`config.mk`:
```
export PLATFORM = sky130hd
export DESIGN_NAME = irq_aggregator
export DESIGN_NICKNAME = d
export VERILOG_FILES = /design/src/rtl/irq_aggregator.sv
export SDC_FILE = /design/constraint.sdc
export NUM_CORES = 1
export LEC_CHECK = 0
export CAP_MARGIN = 20
export CORE_MARGIN = 2
export CORE_UTILIZATION = 45
export DETAILED_ROUTE_END_ITERATION = 10
export HOLD_SLACK_MARGIN = 0.06
export PLACE_DENSITY_LB_ADDON = 0.25
export SKIP_LAST_GASP = 1
export SLEW_MARGIN = 20
export SYNTH_ARGS = -nofsm -noshare
export SYNTH_HDL_FRONTEND = slang
export SYNTH_SLANG_ARGS = --single-unit
```
`constraint.sdc`:
```
create_clock -name clock -period 14.03 [get_ports clock]
set_input_delay 2.806 -clock clock [delete_from_list [all_inputs] [get_ports clock]]
set_output_delay 2.806 -clock clock [all_outputs]
set_load 0.1 [all_outputs]
```
`src/rtl/irq_aggregator.sv`:
```
// Purpose : collects NUM_SRC peripheral interrupt lines, gates/prioritises them, presents one registered IRQ.
// Latency : src edge -> pending SYNC_STAGES+1 cycles, pending -> io_irq +1; bus access -> io_dbus_valid 1 cycle.
// Backpr. : none; one bus access per cycle accepted, every strobe answered by a single valid pulse.
// Ports   : clock/reset (async active-low); io_src_irq (bit i = source i+1);
//           io_dbus_* memory-mapped slave (addr/wdata/rd_en/wr_en in, rdata/valid out); io_irq to the core.
module irq_aggregator #(
    parameter int                 NUM_SRC     = 8,
    parameter int                 PRIO_BITS   = 3,
    parameter logic [NUM_SRC-1:0] EDGE_MASK   = '0,
    parameter int                 SYNC_STAGES = 2
) (
    input  logic               clock,
    input  logic               reset,
    input  logic [NUM_SRC-1:0] io_src_irq,
    input  logic [7:0]         io_dbus_addr,
    input  logic [31:0]        io_dbus_wdata,
    output logic [31:0]        io_dbus_rdata,
    input  logic               io_dbus_rd_en,
    input  logic               io_dbus_wr_en,
    output logic               io_dbus_valid,
    output logic               io_irq
);

    logic [NUM_SRC-1:0]   r_sync [SYNC_STAGES];
    logic [NUM_SRC-1:0]   r_sync_d;
    logic [NUM_SRC-1:0]   r_pending;
    logic [NUM_SRC-1:0]   r_in_service;
    logic [NUM_SRC-1:0]   r_enable;
    logic [PRIO_BITS-1:0] r_thr;
    logic [PRIO_BITS-1:0] r_prio [NUM_SRC];
    logic                 r_irq;
    logic                 r_valid;
    logic [31:0]          r_rdata;

    logic [NUM_SRC-1:0]   w_sync;
    logic [5:0]           w_word;
    logic                 w_rd;
    logic                 w_claim_rd;
    logic                 w_compl_wr;
    logic [4:0]           w_compl_id;
    logic [4:0]           w_best_id;
    logic [PRIO_BITS-1:0] w_best_prio;
    logic [NUM_SRC-1:0]   w_claim_vec;
    logic [NUM_SRC-1:0]   w_compl_vec;
    logic [NUM_SRC-1:0]   w_set;
    logic [31:0]          w_rdata;
    logic                 w_unused_bits;

    assign w_sync     = r_sync[SYNC_STAGES-1];
    assign w_word     = io_dbus_addr[7:2];
    // A simultaneous write wins: the read side (rdata update and claim side effect) is suppressed.
    assign w_rd       = io_dbus_rd_en & ~io_dbus_wr_en;
    assign w_claim_rd = w_rd && (w_word == 6'd2);
    assign w_compl_wr = io_dbus_wr_en && (w_word == 6'd2);
    assign w_compl_id = io_dbus_wdata[4:0];
    assign w_unused_bits = &{1'b0, io_dbus_addr[1:0], io_dbus_wdata};

    // Arbitration: strict '>' while scanning upward gives ties to the lowest ID,
    // and starting from priority 0 means a zero-priority source never wins.
    always_comb begin
        w_best_id   = '0;
        w_best_prio = '0;
        for (int i = 0; i < NUM_SRC; i++) begin
            if (r_enable[i] && r_pending[i] && !r_in_service[i] && (r_prio[i] > w_best_prio)) begin
                w_best_id   = 5'(i + 1);
                w_best_prio = r_prio[i];
            end
        end
    end

    // Gateways. Edge sources set on every rising edge (set beats a same-cycle claim);
    // level sources must not re-pend in the cycle they are being claimed.
    always_comb begin
        w_claim_vec = '0;
        w_compl_vec = '0;
        w_set       = '0;
        for (int i = 0; i < NUM_SRC; i++) begin
            w_claim_vec[i] = w_claim_rd && (w_best_id == 5'(i + 1));
            w_compl_vec[i] = w_compl_wr && (w_compl_id == 5'(i + 1));
            if (EDGE_MASK[i])
                w_set[i] = w_sync[i] & ~r_sync_d[i];
            else
                w_set[i] = w_sync[i] & ~r_in_service[i] & ~w_claim_vec[i];
        end
    end

    always_comb begin
        w_rdata = '0;
        case (w_word)
            6'd0:    w_rdata = 32'(r_pending);
            6'd1:    w_rdata = 32'(r_enable);
            6'd2:    w_rdata = 32'(w_best_id);
            6'd3:    w_rdata = 32'(r_thr);
            default: begin
                for (int i = 0; i < NUM_SRC; i++) begin
                    if (w_word == 6'(4 + i))
                        w_rdata = 32'(r_prio[i]);
                end
            end
        endcase
    end

    always_ff @(posedge clock or negedge reset) begin
        if (!reset) begin
            for (int s = 0; s < SYNC_STAGES; s++)
                r_sync[s] <= '0;
        end else begin
            r_sync[0] <= io_src_irq;
            for (int s = 1; s < SYNC_STAGES; s++)
                r_sync[s] <= r_sync[s-1];
        end
    end

    always_ff @(posedge clock or negedge reset) begin
        if (!reset) begin
            r_sync_d     <= '0;
            r_pending    <= '0;
            r_in_service <= '0;
            r_enable     <= '0;
            r_thr        <= '0;
            for (int i = 0; i < NUM_SRC; i++)
                r_prio[i] <= '0;
            r_irq        <= 1'b0;
            r_valid      <= 1'b0;
            r_rdata      <= '0;
        end else begin
            r_sync_d     <= w_sync;
            r_pending    <= (r_pending & ~w_claim_vec) | w_set;
            // Completing an ID that is not in service clears nothing, so no extra guard is needed.
            r_in_service <= (r_in_service | w_claim_vec) & ~w_compl_vec;
            r_irq        <= (w_best_id != 5'd0) && (w_best_prio > r_thr);
            r_valid      <= io_dbus_rd_en | io_dbus_wr_en;
            if (w_rd)
                r_rdata <= w_rdata;
            if (io_dbus_wr_en) begin
                if (w_word == 6'd1)
                    r_enable <= io_dbus_wdata[NUM_SRC-1:0];
                if (w_word == 6'd3)
                    r_thr <= io_dbus_wdata[PRIO_BITS-1:0];
                for (int i = 0; i < NUM_SRC; i++) begin
                    if (w_word == 6'(4 + i))
                        r_prio[i] <= io_dbus_wdata[PRIO_BITS-1:0];
                end
            end
        end
    end

    assign io_dbus_rdata = r_rdata;
    assign io_dbus_valid = r_valid;
    assign io_irq        = r_irq;

endmodule

```
==> results.ini, run 1 <==
[grt]
grt_max_degree=78
grt_usage=0.219
grt_pass1_vias=3378
grt-ovfl-total=0
antenna_found_initial=0
grt_pass1_wl_um=17500

[timing]
fin_skew_ps=9.16
final_hold_viol_count=0
slew_headroom=0.345
tightest_slew_ps=979
drv_slew=0
rsz0062_at_grt=no
fin_crit_sh=0.845
fmaxAchievable_mhz=84.3
fin_tns_setup_ps=0
finalSetupViolations=0
fin_crit_ps=11860

[hold_path]
worstHoldPathType=flop to flop

[synthesis]
yosys_warnings=0
ys_types=69
yosys.area.top_type=dfrtp_1
syn_area_per_cell_um2=9.91
seq_area_frac_synth=0.434
yosysMostFrequentCell=dfrtp_1
syn_inst=448
synth_seq_cells=77
synthDominantCellAreaShare=0.434
async_flop_share=1.00
synth_area_mm2=0.00444
synth_ff_type=dfrtp_1
synth_edf_count=0
synth_area_leaders=dfrtp_1 (43%), mux2_2 (6.1%), ha_1 (5.1%), nand2_1 (4.3%), buf_4 (4.1%)
netlist_top_cells_count=dfrtp_1 (77), nand2_1 (51), o21ai_0 (33)

[run]
maxCapViolations=0

[drt]
drt-initial-drc-count=267
drtAntennaViolNets=0
wire_per_inst_um=17.5
avgViaCountPerCell=5.63
vias=3494
drc=0
dr.pass1.iters=5
detail_route.wirelength_um=10800

[clocking]
cts.path.max_buffers=2
cts_htree_levels=3
clock_latency_ps=360
ctsHoldBuffers=0
clk_pin_slew_ps=90
cts_buffers=9
cts_tree=yes
post_cts_buffers=0
root_buffer=clkbuf_8
clock_sinks=77
cts_resized=0

[placed_design]
io_buffers=35
hpwlAfterDp_um=7930
dp_cells=606
gp_congestion=0.876

[setup_path]
end_kind=flop
worst-setup-path-type=flop to flop
path_max_fanout=11
crit_arrival_ps=12070
crit_slowest_cell=nor4_1
startpoint_type=flop
max_stage_delay_ps=500
cp_common_cell=ha_1
crit_required_ps=14240

[final_layout]
antenna_cells=0
final_cells=621
nets=554
post-route-util=0.520
drive_gt1_frac=0.145
area_growth_pct=13.3

[die]
core_mm2=0.00968
start_util=0.459
die_h_um=103
rows=36
ios=86
die-area_mm2=0.0107
fp.dieW_um=103

[pwr]
finalPower_w=0.000662
power.density_mw_per_mm2=131
peakVddDrop_v=0.0000642
p_leak_nw=2.12

[run_status]
outcome=completed

==> flip-flops by register name, indices dropped and copies added (netlist names) <==
register,cells
r_enable,8
w_sync,8
io_dbus_valid,1
io_dbus_rdata,8
r_sync,8
r_thr,3
r_in_service,8
r_pending,8
io_irq,1
r_prio,24
==> cell families after synthesis <==
family	share of synthesized area
and+or+nand+nor	0.162
AOI/OAI and AO/OA	0.189
DFF	0.434
buffers and inverters	0.0704
muxes	0.0834
adders and majority gates	0.0603
other	0.000844
==> where the power goes <==
part | leakage, nW | total, W | switching (W) | internal [W]
sequential | 0.951 | 0.000262 | 0.0000198 | 0.000242
combinational | 1.08 | 0.000228 | 0.000151 | 0.0000770
clock | 0.0923 | 0.000172 | 0.0000888 | 0.0000827
==> cells in the final DEF (no fill, tap or decap), types with 3 or more instances in the layout <==
cell and instances:
a2bb2oi_1 3, nor2_1 25, a22oi_1 4, a31oi_1 3, a21o_1 3, nand3_1 17
a221oi_1 3, a311o_1 3, clkdlybuf4s50_1 34, a21oi_1 26, nand2b_1 3, buf_4 4
a32oi_1 4, o21ai_0 33, mux2_2 24, ha_1 18, clkbuf_8 9, nor2b_1 7
mux4_2 4, inv_1 23, dfrtp_1 77, nand2_1 51, nor3_1 6, and3_1 8
conb_1 24, o21a_1 5, and2_1 3, nor4_1 4, nand4_1 3
==> per-layer routing <==
layer,wire length [µm],vias to the layer above,track usage
met5,0,-,0
met4,184,0,0.0901
met3,551,17,0.0376
met2,5100,117,0.332
met1,5010,1710,0.311
li1,-,1650,-
==> path summary, 6_finish.rpt <==
kind	slack [ps]	depth (start not counted)	startpoint	endpoint
min in group asynchronous	2580	1	reset	io_dbus_valid
worst max register to register	2170	47	r_in_service[0]	r_pending[0]
worst min-delay path	350	0	r_sync[14]	w_sync[6]
worst max-delay path	2170	47	r_in_service[0]	r_pending[0]
worst min register to register	350	0	r_sync[14]	w_sync[6]
max in group asynchronous	10810	1	reset	r_pending[1]
==> area by class of cell <==
| type | instances | area (µm²) |
|---|---|---|
| Inverter | 23 | 86.3 |
| Sequential cell | 77 | 1930 |
| Clock inverter | 6 | 71.3 |
| Multi-Input combinational cell | 335 | 2290 |
| Fill cell | 880 | 4650 |
| Clock buffer | 9 | 124 |
| Tap cell | 133 | 166 |
| Timing Repair Buffer | 38 | 370 |
==> through the flow <==
step	setup WS, ps	cell area, µm²	hold slack, ps
after floorplan	3680	4530	331
after global placement	2490	4840	332
after detailed placement	2350	4840	336
after CTS	2290	5030	356
after global routing	1350	5030	364
final	2170	5030	349
==> worst max-delay path, delay by kind of cell (launching register included) <==
family / cells / cell delay, ps
compound gates: 12 / 3220
fa+ha+maj: 10 / 2870
buf+inv: 1 / 180
simple gates: 21 / 3860
mux: 3 / 1140
flops: 1 / 400
No activity file was read; power rests on OpenSTA's default activity.
==> run 2: changes to the inputs <==
==> constraint.sdc (replaced) <==
create_clock -name clock -period 11.22 [get_ports clock]
set_input_delay 2.244 -clock clock [delete_from_list [all_inputs] [get_ports clock]]
set_output_delay 2.244 -clock clock [all_outputs]
set_load 0.1 [all_outputs]
==> run 2 against run 1 <==
  * Sequential share of layout area decreased by 1.4 points
  * Sequential power increased by 26%
  * Global-route usage decreased by 0.19 points
  * Die area unchanged
  * Count of clock-buffer cells in the layout unchanged
  * Register-to-register slack got worse by 1700 ps
  * Setup slack got worse by 1700 ps
  * Critical path type unchanged
  * Largest cell class unchanged
  * Largest power group unchanged
==> results.ini, run 2 (synthesized netlist as in run 1, its figures left out) <==
[setup_path]
critPathLaunch=r_pending[0]
crit_required_ps=11520
startpoint_type=flop
crit_end=r_in_service[3]
cp_common_cell=ha_1
path_max_fanout=7
r2r_start=r_pending[0]
worst-setup-path-type=flop to flop
r2r_slack_ps=520
end_kind=flop
r2r_cells=49
crit_arrival_ps=11000
r2r_end=r_in_service[3]
max_stage_delay_ps=430
crit_slowest_cell=a311oi_4

[final_layout]
seqCellArea_mm2=0.00193
final_area_mm2=0.00523
layout_common_cells=dfrtp_1 (77), nand2_1 (50), clkdlybuf4s50_1 (34)
drive_gt1_frac=0.210
mostFrequentLayoutCell=dfrtp_1
antenna_cells=0
fillers=850
largest_reg_flops=24
nets=570
post-route-util=0.540
regMostFlops=r_prio
area_growth_pct=17.7
multiInputGateArea_mm2=0.00238

[pwr]
peakVddDrop_v=0.0000996
p_leak_nw=2.22
pwr-share-comb=0.371
seq_power_share=0.393
swShare=0.406
power.density_mw_per_mm2=160
clkPwrFrac=0.235
p_int_w=0.000496
power_switching_w=0.000340

[drt]
dr.pass1.iters=5
drtAntennaViolNets=0
vias=3618
detail_route.wirelength_um=11100
drt-initial-drc-count=242
drc=0
wire_per_inst_um=17.4
avgViaCountPerCell=5.67

[clocking]
cts_tree=yes
cts.path.max_buffers=2
clock_sinks=77
clock_latency_ps=360
root_buffer=clkbuf_8
clk_pin_slew_ps=90
cts_buffers=9
cts_htree_levels=3

[timing]
fin_crit_ps=10700
tightest_slew_ps=975
fin_crit_sh=0.954
finalSetupViolations=0
timing.hold.ws_ps=353
fin_skew_ps=14.8
fin_tns_setup_ps=0
final_hold_viol_count=0
slew_headroom=0.348
finalWorstSetupSlack_ps=517
drv_slew=0
fmaxAchievable_mhz=93.4

[grt]
grt_pass1_wl_um=17500
grt_pass1_vias=3399
antenna_found_initial=0
grt-ovfl-total=0
grt_usage=0.217
grt_max_degree=78

[run]
maxCapViolations=0

[placed_design]
dp_slack_ps=93.4
post_dp_cell_area_mm2=0.00494
hpwlAfterDp_um=8110
gp_congestion=0.867
io_buffers=35

[die]
die_h_um=103
ios=86
die-area_mm2=0.0107
core_mm2=0.00968
rows=36
start_util=0.459
fp.dieW_um=103

[run_status]
outcome=completed

[hold_path]
worstHoldPathType=flop to flop

==> run 2: changes by cell type in the layout (fill, tap and decap cells not counted), moves of 2 or more <==
cell,previous run,this run
a21oi_1,26,24
a21oi_2,0,2
buf_4,4,20
nor4_1,4,1
nor4_2,1,4
o21ai_0,33,31
o21ai_1,2,0
o21ai_2,1,4
==> run 2: power groups by stage <==
stage	sequential, W	clock [W]	combinational (W)
floorplan	0.000359	0	0.000192
global placement	0.000332	0	0.000285
detailed placement	0.000332	0	0.000293
CTS	0.000327	0.000201	0.000294
global route	0.000331	0.000212	0.000339
finish	0.000329	0.000197	0.000310
==> run 2: metal layers <==
layer,track usage,vias to the layer above,wire length [µm]
met5,0,-,0
met1,0.307,1778,5110
met2,0.338,130,5160
li1,-,1681,-
met4,0.0860,0,300
met3,0.0296,29,559
==> run 2: how the worst min path moves through the flow <==
stage / from / to / cells past startpoint
finish: r_sync[14] / w_sync[6] / 0
global route: r_sync[15] / w_sync[7] / 0
CTS: r_sync[14] / w_sync[6] / 0
detailed placement: r_sync[14] / w_sync[6] / 0
global placement: r_sync[10] / w_sync[2] / 0
floorplan: r_sync[8] / w_sync[0] / 0
==> run 2: cell type report <==
type	count	share of cell area
Clock inverter	7	0.0108
Clock buffer	9	0.0237
Inverter	23	0.0165
Sequential cell	77	0.368
Timing Repair Buffer	54	0.0938
Tap cell	133	0.0318
Multi-Input combinational cell	335	0.455
==> run 2: repair_timing <==
action,4_1_cts,5_1_grt
buffers inserted,0,3
resized for setup,0,22
hold endpoints to repair,0,0
hold buffers,0,0
endpoints found under the setup margin,0,21
==> run 2: critical path: cells and delay by family (launching register included) <==
family / cells / cell delay, ps
compound gates: 13 / 2860
flops: 1 / 410
buf+inv: 2 / 290
mux: 3 / 1040
simple gates: 21 / 3140
fa+ha+maj: 10 / 2920
==> run 2: stage by stage <==
| step | cells | total power, W |
|---|---|---|
| after floorplan | 471 | 0.000551 |
| after global placement | 619 | 0.000617 |
| after detailed placement | 619 | 0.000626 |
| after CTS | 635 | 0.000822 |
| after global routing | 638 | 0.000882 |
| final | 638 | 0.000836 |
==> patch: new RTL, settings of run 1 <==
Register the output `io_dbus_valid` once more, cleared by the reset; this adds one clock of latency there. The other outputs are not delayed to match. Comments in the files are not updated.
--- a/src/rtl/irq_aggregator.sv
+++ b/src/rtl/irq_aggregator.sv
@@ -146,7 +146,13 @@
     end
 
     assign io_dbus_rdata = r_rdata;
-    assign io_dbus_valid = r_valid;
+    always_ff @(posedge clock or negedge reset) begin
+        if (!reset) begin
+            io_dbus_valid <= '0;
+        end else begin
+            io_dbus_valid <= r_valid;
+        end
+    end
     assign io_irq        = r_irq;
 
 endmodule
Behaviour: not the same (a bounded check fails within 4 cycles, from zero or initial values and one cycle with reset low).
==> patch against run 1 <==
- final area rose by 0.75%
- worst setup slack better by 150 ps
- utilization is 0.15 points higher
- routed wire length up 0.41%
- fmax increased by 1.2%
- global-route usage down 0.58 points
- non-clock buffer count is 1 higher
- area after synthesis increased by 0.73%
- sequential cell count is 1 higher
- power fell by 1.5%
- critical endpoint unchanged
- largest power group unchanged
- highest routed layer unchanged
==> patch: results (changes against run 1) <==
Detailed routing
  – Routed wl met2: 5.09 mm (about the same)
  – Vias/cell: 5.62 (-0.11%)
  – Met3 WL post-DR: 602 µm (+9.3%)
  – Initial drt markers: 203 (-24%)
  – Max Used Layer: met4
  – WL met1: 4.94 mm (-1.5%)
  – 1st-pass router iterations: 4 (-1)
  – Routed wire per std cell: 17.5 µm (about the same)

Global routing
  – Largest net degree at the start of global routing: 79 (+1.3%)
  – Tot GR Track Use: 0.213 (-0.00582)
  – Number of global-route vias before repair: 3401 (+0.68%)
  – First-pass GRT wire length: 17.9 mm (+2.4%)
  – Met2 Use GR: 0.336 (+0.00432)
  – Met1 track demand over resource: 0.295 (-0.0160)
  – Initial antenna violation count: 0 (unchanged)
  – GR Util met3: 0.0359 (-0.00176)

Cells and area
  – # diodes: 0 (unchanged)
  – Nets: 556 (+0.36%)
  – Layout cells sized above 1: 0.155 (+0.00929)
  – Max reg flops: 24 (unchanged)
  – Biggest register: r_prio

Placed design
  – DP Wirelength: 8.16 mm (+2.9%)
  – DP Worst Slack: 2430 ps (+84.0 ps)
  – PortBufs: 35 (unchanged)
  – Cell Area, Placed: 4860 µm² (+0.52%)
  – Final GP Congestion: 0.868 (-0.92%)

Clock network
  – Clock tree buffer depth: 2 (unchanged)
  – Post-cts resize count: 0 (unchanged)
  – CTS clk-pin slew, worst paths: 90 ps (about the same)
  – CTS H-tree depth: 3 (unchanged)
  – Clock root cell: clkbuf_8
  – CTS buffer count: 9 (unchanged)
  – Post-CTS Setup Inserts: 0 (unchanged)
  – Clk Latency, worst-skew pair: 360 ps (about the same)

Outcome
  – Status: complete, no violations

STA
  – Post-route clock skew: 10.5 ps (+1.35 ps)
  – Relative slew slack: 0.348 (+0.00262)

Yosys
  – Leading post-synthesis cells by cell area: dfrtp_1, mux2_2, ha_1
  – Yosys warns: 0 (unchanged)
  – Async S/R FF share, synth: 1.00 (unchanged)
  – Post-synthesis cell type count: 72 (+4.3%)
  – Sequential area share after synthesis: 0.436 (+0.00244)
  – Synth top cells by count: dfrtp_1, nand2_1, o21ai_0, a21oi_1, nor2_1

Critical path
  – Critical path's largest stage delay: 490 ps
  – CP max FO: 11 (unchanged)
  – Slowest CP cell: nor4_1
  – Crit path max-delay family: simple AND/OR/NAND/NOR gates
  – Critical Path AT: 11940 ps (-130 ps)

Power and ir drop
  – VDD IR-drop max: 0.0730 mV (+14%)
  – Switching Fraction: 0.404 (+0.0111)
  – Static leakage: 2.14 nW (+0.68%)

Hold path
  – Hold crit path type: reg -> reg
patch: cell families (layout without fill, tap and decap cells):
kind of cell	count (synthesis)	after routing	share of synthesized area
buf+inv	59	78	0.0716
simple gates	144	144	0.161
mux	29	29	0.0828
flops	78	78	0.436
other cells	1	24	0.000838
compound gates	116	116	0.188
fa+ha+maj	22	22	0.0598
patch: final timing paths:
kind,from,endpoint,slack (ps),cells after the start
max,r_in_service[0]$_DFF_PN0_,r_pending[0]$_DFF_PN0_,2320,47
min,r_sync[11]$_DFF_PN0_,w_sync[3]$_DFF_PN0_,350,0
max reg2reg,r_in_service[0]$_DFF_PN0_,r_pending[0]$_DFF_PN0_,2320,47
min reg2reg,r_sync[11]$_DFF_PN0_,w_sync[3]$_DFF_PN0_,350,0
max in group asynchronous,reset,r_enable[1]$_DFFE_PN0P_,11150,2
min in group asynchronous,reset,r_prio[13]$_DFFE_PN0P_,2310,1
patch: metrics by stage:
stage	cells	total power, mW
global route	624	0.689
finish	624	0.652
detailed placement	607	0.494
CTS	623	0.653
global placement	607	0.488
floorplan	472	0.443
patch: final cells by class:
type                    instances  area (µm²)
clock buffers                   9         124
fillers                       924        4660
inverters                      23        86.3
repair buffers                 39         398
multi-input cells             335        2290
clock inverters                 7        56.3
well taps                     133         166
flip-flops and latches         78        1950
patch: power groups by stage:
| stage | registers, mW | clock network, mW | logic, mW |
|---|---|---|---|
| detailed placement | 0.269 | 0 | 0.225 |
| CTS | 0.265 | 0.162 | 0.226 |
| finish | 0.265 | 0.159 | 0.227 |
| floorplan | 0.290 | 0 | 0.153 |
| global placement | 0.268 | 0 | 0.219 |
| global route | 0.268 | 0.173 | 0.248 |
